===== src/rtl/perf_event_counters.sv =====
// Per-core performance counters: NUM_EVT event channels plus a cycle counter, an IDLE/RUN/FROZEN
// control FSM and a one-cycle registered read port. Define PERF_SATURATE_EN for saturating counters.
module perf_event_counters #(
    parameter int NUM_EVT   = 6,
    parameter int CNT_W     = 32,
    parameter int RD_ADDR_W = 3
) (
    input  logic                 clk,
    input  logic                 rst,
    input  logic [NUM_EVT-1:0]   evt,
    input  logic                 count_en,
    input  logic                 clr,
    input  logic                 halt,
    input  logic                 rd_req,
    input  logic [RD_ADDR_W-1:0] rd_addr,
    output logic                 rd_ack,
    output logic [CNT_W-1:0]     rd_data,
    output logic                 rd_err,
    output logic                 frozen,
    output logic                 running,
    output logic [NUM_EVT:0]     ovf
);

    typedef enum logic [1:0] {IDLE, RUN, FROZEN} state_t;

    localparam logic [RD_ADDR_W-1:0] CYC_ADDR = RD_ADDR_W'(NUM_EVT);

    state_t           state, nextState;
    logic [CNT_W-1:0] cnt [NUM_EVT+1];
    logic [NUM_EVT:0] ovfReg;
    logic [NUM_EVT:0] incVec;
    logic [CNT_W-1:0] rdMux;
    logic             addrBad;
    logic             ackP1;
    logic             errP1;
    logic [CNT_W-1:0] dataP1;

    function automatic logic [CNT_W-1:0] bumpCount(input logic [CNT_W-1:0] v);
`ifdef PERF_SATURATE_EN
        return (v == '1) ? v : v + CNT_W'(1);
`else
        return v + CNT_W'(1);
`endif
    endfunction

    always_ff @(posedge clk or posedge rst) begin
        if (rst) state <= IDLE;
        else     state <= nextState;
    end

    always_comb begin
        nextState = state;
        case (state)
            IDLE:    if (count_en) nextState = RUN;
            RUN: begin
                if (halt)           nextState = FROZEN;
                else if (!count_en) nextState = IDLE;
            end
            FROZEN:  nextState = FROZEN;
            default: nextState = IDLE;
        endcase
        if (clr) nextState = IDLE;
    end

    // Top bit is the cycle counter, which ticks on every RUN cycle.
    assign incVec = (state == RUN) ? {1'b1, evt} : '0;

    always_ff @(posedge clk or posedge rst) begin
        if (rst) begin
            ovfReg <= '0;
            for (int i = 0; i <= NUM_EVT; i++) cnt[i] <= '0;
        end else if (clr) begin
            ovfReg <= '0;
            for (int i = 0; i <= NUM_EVT; i++) cnt[i] <= '0;
        end else begin
            for (int i = 0; i <= NUM_EVT; i++) begin
                if (incVec[i]) begin
                    cnt[i] <= bumpCount(cnt[i]);
                    if (cnt[i] == '1) ovfReg[i] <= 1'b1;
                end
            end
        end
    end

    always_comb begin
        rdMux = '0;
        for (int i = 0; i <= NUM_EVT; i++)
            if (rd_addr == RD_ADDR_W'(i)) rdMux = cnt[i];
    end

    assign addrBad = (rd_addr > CYC_ADDR);

    // Read stage p1: samples pre-update counter values, data holds between requests.
    always_ff @(posedge clk or posedge rst) begin
        if (rst) begin
            ackP1  <= 1'b0;
            errP1  <= 1'b0;
            dataP1 <= '0;
        end else begin
            ackP1 <= rd_req;
            errP1 <= rd_req && addrBad;
            if (rd_req) dataP1 <= rdMux;
        end
    end

    assign rd_ack  = ackP1;
    assign rd_err  = errP1;
    assign rd_data = dataP1;
    assign ovf     = ovfReg;
    assign frozen  = (state == FROZEN);
    assign running = (state == RUN);

endmodule

===== config.mk =====
export PLATFORM = sky130hd
export DESIGN_NAME = perf_event_counters
export DESIGN_NICKNAME = d
export VERILOG_FILES = /design/src/rtl/perf_event_counters.sv
export SDC_FILE = /design/constraint.sdc
export NUM_CORES = 1
export LEC_CHECK = 0
export CORE_MARGIN = 10
export CORE_UTILIZATION = 55
export DETAILED_ROUTE_END_ITERATION = 6
export PLACE_DENSITY = 0.76
export SKIP_LAST_GASP = 1
export SLEW_MARGIN = 20
export SYNTH_ARGS = -nofsm -noshare
export SYNTH_HDL_FRONTEND = slang
export SYNTH_SLANG_ARGS = --single-unit
export TNS_END_PERCENT = 10

===== constraint.sdc =====
create_clock -name clk -period 8.65 [get_ports clk]
set_clock_uncertainty 0.1 [all_clocks]
set_input_delay 1.73 -clock clk [delete_from_list [all_inputs] [get_ports clk]]
set_output_delay 1.73 -clock clk [all_outputs]
set_load 0.05 [all_outputs]

Word-level counts from Yosys, hierarchy flattened. Index checks and enable logic that the tools add are counted.

Multiplexer cells: 36. Magnitude comparators: 1. Equal/unequal tests: 17. Add/sub/neg operators: 7. Reduce and logical (&&, ||, !) cells: 25.

Operator list (number): 32-bit 2-to-1 mux (14); 32-bit by 1-bit adder with 32-bit output, second input constant (7); 32-bit equality test, second input constant (7); 224-bit 2-to-1 mux (1); 2-bit nonzero test (14); 2-bit AND reduction (8); 1-bit 2-to-1 mux (14); 7-bit 2-to-1 mux (2); 3-bit equality test, second input constant (3); 2-bit 2-to-1 mux (4); 3-bit by 2-bit equality test with 1-bit output, second input constant (2); 2-bit case mux with 3 select lines (1); 4-bit inequality test, second input constant (1); 3-bit by 1-bit equality test with 1-bit output, second input constant (1); 3-bit greater-than comparator, second input constant (1); 3-bit logical NOT (1); 3-bit inequality test, second input constant (1); 2-bit by 1-bit equality test with 1-bit output, second input constant (1); 2-bit equality test, second input constant (1); 2-bit logical NOT (1); 1-bit logical AND (1).

Bits in registers: 267. Output and inout bits: 43.

Logic depth before layout (Yosys ltp).
Depth in word-level cells: 8. Depth in mapped cells: 7.

Least setup slack after synthesis. OpenSTA, ideal clock, no wires.

Kind: input to register. Start: in evt[2]. End: reg cnt[156] in the netlist's numbering. Data arrival time: 2.982 ns. Required time: 8.425 ns. Slack: 5.444 ns. Cell stages on the path: 6. Cells stage by stage: and3b_1 -> clkbuf_1 -> buf_2 -> nand3_1 -> nor4_1 -> mux2_2.

Longest elaborated chain between the ends: 2.

Ends and longest elaborated chain: start: declaration (RTL line 10) `input logic [NUM_EVT-1:0] evt,`; 7-bit 2-to-1 mux (RTL line 66) `assign incVec = (state == RUN) ? {1'b1, evt} : '0;`; 2-bit nonzero test (no line); end signal: indexed assignment (RTL line 78) `cnt[i] <= bumpCount(cnt[i]);`; end: declaration (RTL line 29) `logic [CNT_W-1:0] cnt [NUM_EVT+1];`.

No other way between the ends. A chain may end at the register's enable or synchronous reset.

Final worst setup path.
Start: reg state[0]. End: out running.

Longest elaborated chain between the ends: 1.

Ends and longest elaborated chain: start: declaration (RTL line 28) `state_t state, nextState;`; start signal: assignment (RTL line 48) `else state <= nextState;`; 2-bit by 1-bit equality test with 1-bit output (RTL line 111) `assign running = (state == RUN);`; end: declaration (RTL line 20) `output logic running,`.

No other way between the ends.

==> impl_results.md <==
* DIE AREA at 35900 sq um
* Largest net degree at the start of global routing at 124
* Final period utilization at 0.543
* Register area share after synthesis at 0.423
* Synth Area in XOR/XNOR at 0.0355
* # IOs at 58
* Clock Tree Buf Depth at 3
* EDFF count, synth at 0
* Status: completed
* Fillers at 2379
* Sw Pwr at 0.699 mW
* Mapped Nets at 1720
* Top-count cell post-synth: dfrtp_1
* Synth Register Bits at 267
* CP Max Fanout at 13
* Core area at 28100 sq um
* H-tree Lvls at 1
* Post-CTS Hold Buffers at 0
* Slew headroom at 0.283
* Cell Int Power at 2.04 mW
* Main combinational cell family by area after synthesis: simple AND/OR/NAND/NOR gates
* Yosys top cell by area: dfrtp_1
* Crit path time final at 4.70 ns
* Slowest stage delay, CP at 0.94 ns
* Leak at 6.60 nW
* Slew Limit Fails at 0
* Share of total power in combinational logic at 0.079
* PortBufs at 57
* Top FF cell, synth: dfrtp_1
* Setup TNS at 0 ns
* Via count at 14300
* Crit path max-delay cell type: clkdlybuf4s50_1
* DRT iter0 DRCs at 1927
* Placed Cells at 2010
* Top delay family on crit path: buffers and inverters
* Final WL at 49200 um
* Mapped Cells at 1698
* Worst Path Required at 6.82 ns
* CTS tree: yes
* First-pass GRT wire length at 77300 um
* CTS Buf Count at 30
* Clock sinks at 267
* Worst setup path category: flip-flop to primary output
* RSZ-0062 raised after global routing: false
* Setup Fix Bufs, Post-CTS at 0
* Register Area at 6680 sq um
* Clk root buf: clkbuf_16
* Gpl congestion at 1.01
* Worst slew pin tran at 1.07 ns
* Yosys cell types at 60
* Critical-path cell list: nor2b_1 > clkdlybuf4s50_1
* Area of the multi-input gates at 8370 sq um
* CP arrival at 2.87 ns
* Initial Util at 0.562
* Highest Clock Rate at 0.213 GHz
* Max-cap viol count at 0
* Synth Area in Simple Gates at 0.248
* Wire length per cell at 23.8 um
* Via density at 6.93
* Detail Route Antenna Nets at 0
* Syn Std Cell Area at 15800 sq um
* Post-synthesis mux area share at 0.0525
* TritonRoute pass-1 iters at 6
* Total gr overflow at 0
* Clock power frac at 0.454
* Die height at 189 um
* Adder-cell area share of the yosys netlist at 0.00555
* Sw Share at 0.255
* Hpwl dp at 34600 um
* Final-stage net count at 1687
* Worst-Skew Late Latency at 0.58 ns
* Synthesis-to-layout area growth at 9.56%
* Complex-gate fraction of the synthesized area at 0.189
* Flop pwr share at 0.467
* Residual DRC at 0
* Post-cts sizing count at 0
* Vias in the first global route at 13500
* Gr usage total at 0.267
* Final hold vios at 0
* Ys async rst share at 1.00
* Hold Crit Class: flip-flop to flip-flop
* Layout cell share with drive strength beyond 1 at 0.0996
* Commonest cells post-synth: dfrtp_1 (267), a21oi_1 (135), nor2_1 (127)
* Row cnt at 61
* Non-Filler Instances at 2064
* Yosys top cell area share at 0.423
* CP Capture Type: primary output
* Top post-synthesis cells by area: dfrtp_1 (42%), a21oi_1 (4.3%), or4_1 (4.1%)
* Worst path bufs/invs at 1
* Initial antenna violation count at 2
* Critical Path Source Type: flip-flop
* Yosys warning total at 0
* Util after Layout at 0.616
* Die X-Extent at 189 um
* VDD IR max at 0.000123 V
* Power Dens Cells at 158 nW/um^2
* Syn Area/Cell at 9.30 sq um
* Final setup fails at 0
* CTS clk-pin slew, worst paths at 0.06 ns
* Antenna cells at 0
==> worst reg2reg max path, stage by stage, from the launching register on <==
cell and delay [ns]:
dfrtp_1 0.73, and3b_1 0.72, nand4_1 0.58, or4_1 0.67, a21oi_1 0.15
==> kinds of logic after synthesis <==
logic type / after synthesis
xor+xnor: 64
fa+ha+maj: 7
flops: 267
buf+inv: 167
compound gates: 452
simple gates: 665
mux: 76
==> power groups by stage <==
| stage | logic [mW] | clock network, mW | registers (mW) |
|---|---|---|---|
| floorplan | 0.112 | 0 | 1.33 |
| global placement | 0.212 | 0 | 1.30 |
| detailed placement | 0.214 | 0 | 1.30 |
| CTS | 0.214 | 1.25 | 1.28 |
| global route | 0.230 | 1.30 | 1.28 |
| finish | 0.216 | 1.24 | 1.28 |
==> path summary, 6_finish.rpt <==
kind                                          end                   start  slack (ns)  cells past startpoint
setup reg to reg              cnt[90]$_DFFE_PP0P_    state[0]$_DFFE_PP0P_        5.62                      4
max in group asynchronous     cnt[30]$_DFFE_PP0P_                     rst        5.83                      4
min in group asynchronous    cnt[201]$_DFFE_PP0P_                     rst        1.39                      2
setup / recovery                          running    state[0]$_DFFE_PP0P_        3.95                      2
hold / removal             rd_data[8]$_DFFE_PP0P_  rd_data[8]$_DFFE_PP0P_        0.39                      1
hold reg to reg            rd_data[8]$_DFFE_PP0P_  rd_data[8]$_DFFE_PP0P_        0.39                      1
==> registers in the layout (all words and copies together), names as in the netlist <==
register and cells:
rd_ack 1, state 2, ovf 7, rd_data 32, cnt 224, rd_err 1
==> final cells by class <==
class / count / area share
Clock buffer: 46 / 0.0527
Inverter: 32 / 0.00716
Sequential cell: 267 / 0.386
Timing Repair Buffer: 70 / 0.0404
Tap cell: 378 / 0.0273
Multi-Input combinational cell: 1264 / 0.484
Clock inverter: 7 / 0.00203
==> cells in the final DEF (no fill, tap or decap), drive strengths merged, types with 21 or more instances in the layout <==
cell / count
clkbuf: 47
o221a: 22
a22oi: 41
mux2: 55
mux2i: 21
and3: 31
nand2: 77
o2bb2ai: 38
xor2: 49
or4: 87
nand4: 75
o31ai: 80
inv: 30
and4: 31
nor2: 127
nor4: 34
clkdlybuf4s50: 54
o21ai: 99
a21oi: 135
nand3: 71
dfrtp: 267
or3: 43
nor2b: 44
==> layer usage <==
layer	global-route usage	share of wire	up-vias
li1	-	-	6386
met1	0.366	0.42	7090
met2	0.399	0.45	676
met3	0.0469	0.081	142
met4	0.133	0.054	4
met5	0	0.00047	-
==> metrics by stage <==
stage	hold WS (ns)	instance area (sq um)	setup WS, ns	power (mW)
6_report	0.392	17300	3.95	2.74
5_1_grt	0.426	17300	3.90	2.81
4_1_cts	0.393	17300	3.96	2.74
3_5_place_dp	0.377	16300	4.32	1.51
3_3_place_gp	0.377	16300	4.24	1.51
2_1_floorplan	0.412	15800	3.29	1.44
Power figures use the tool's default switching activity.
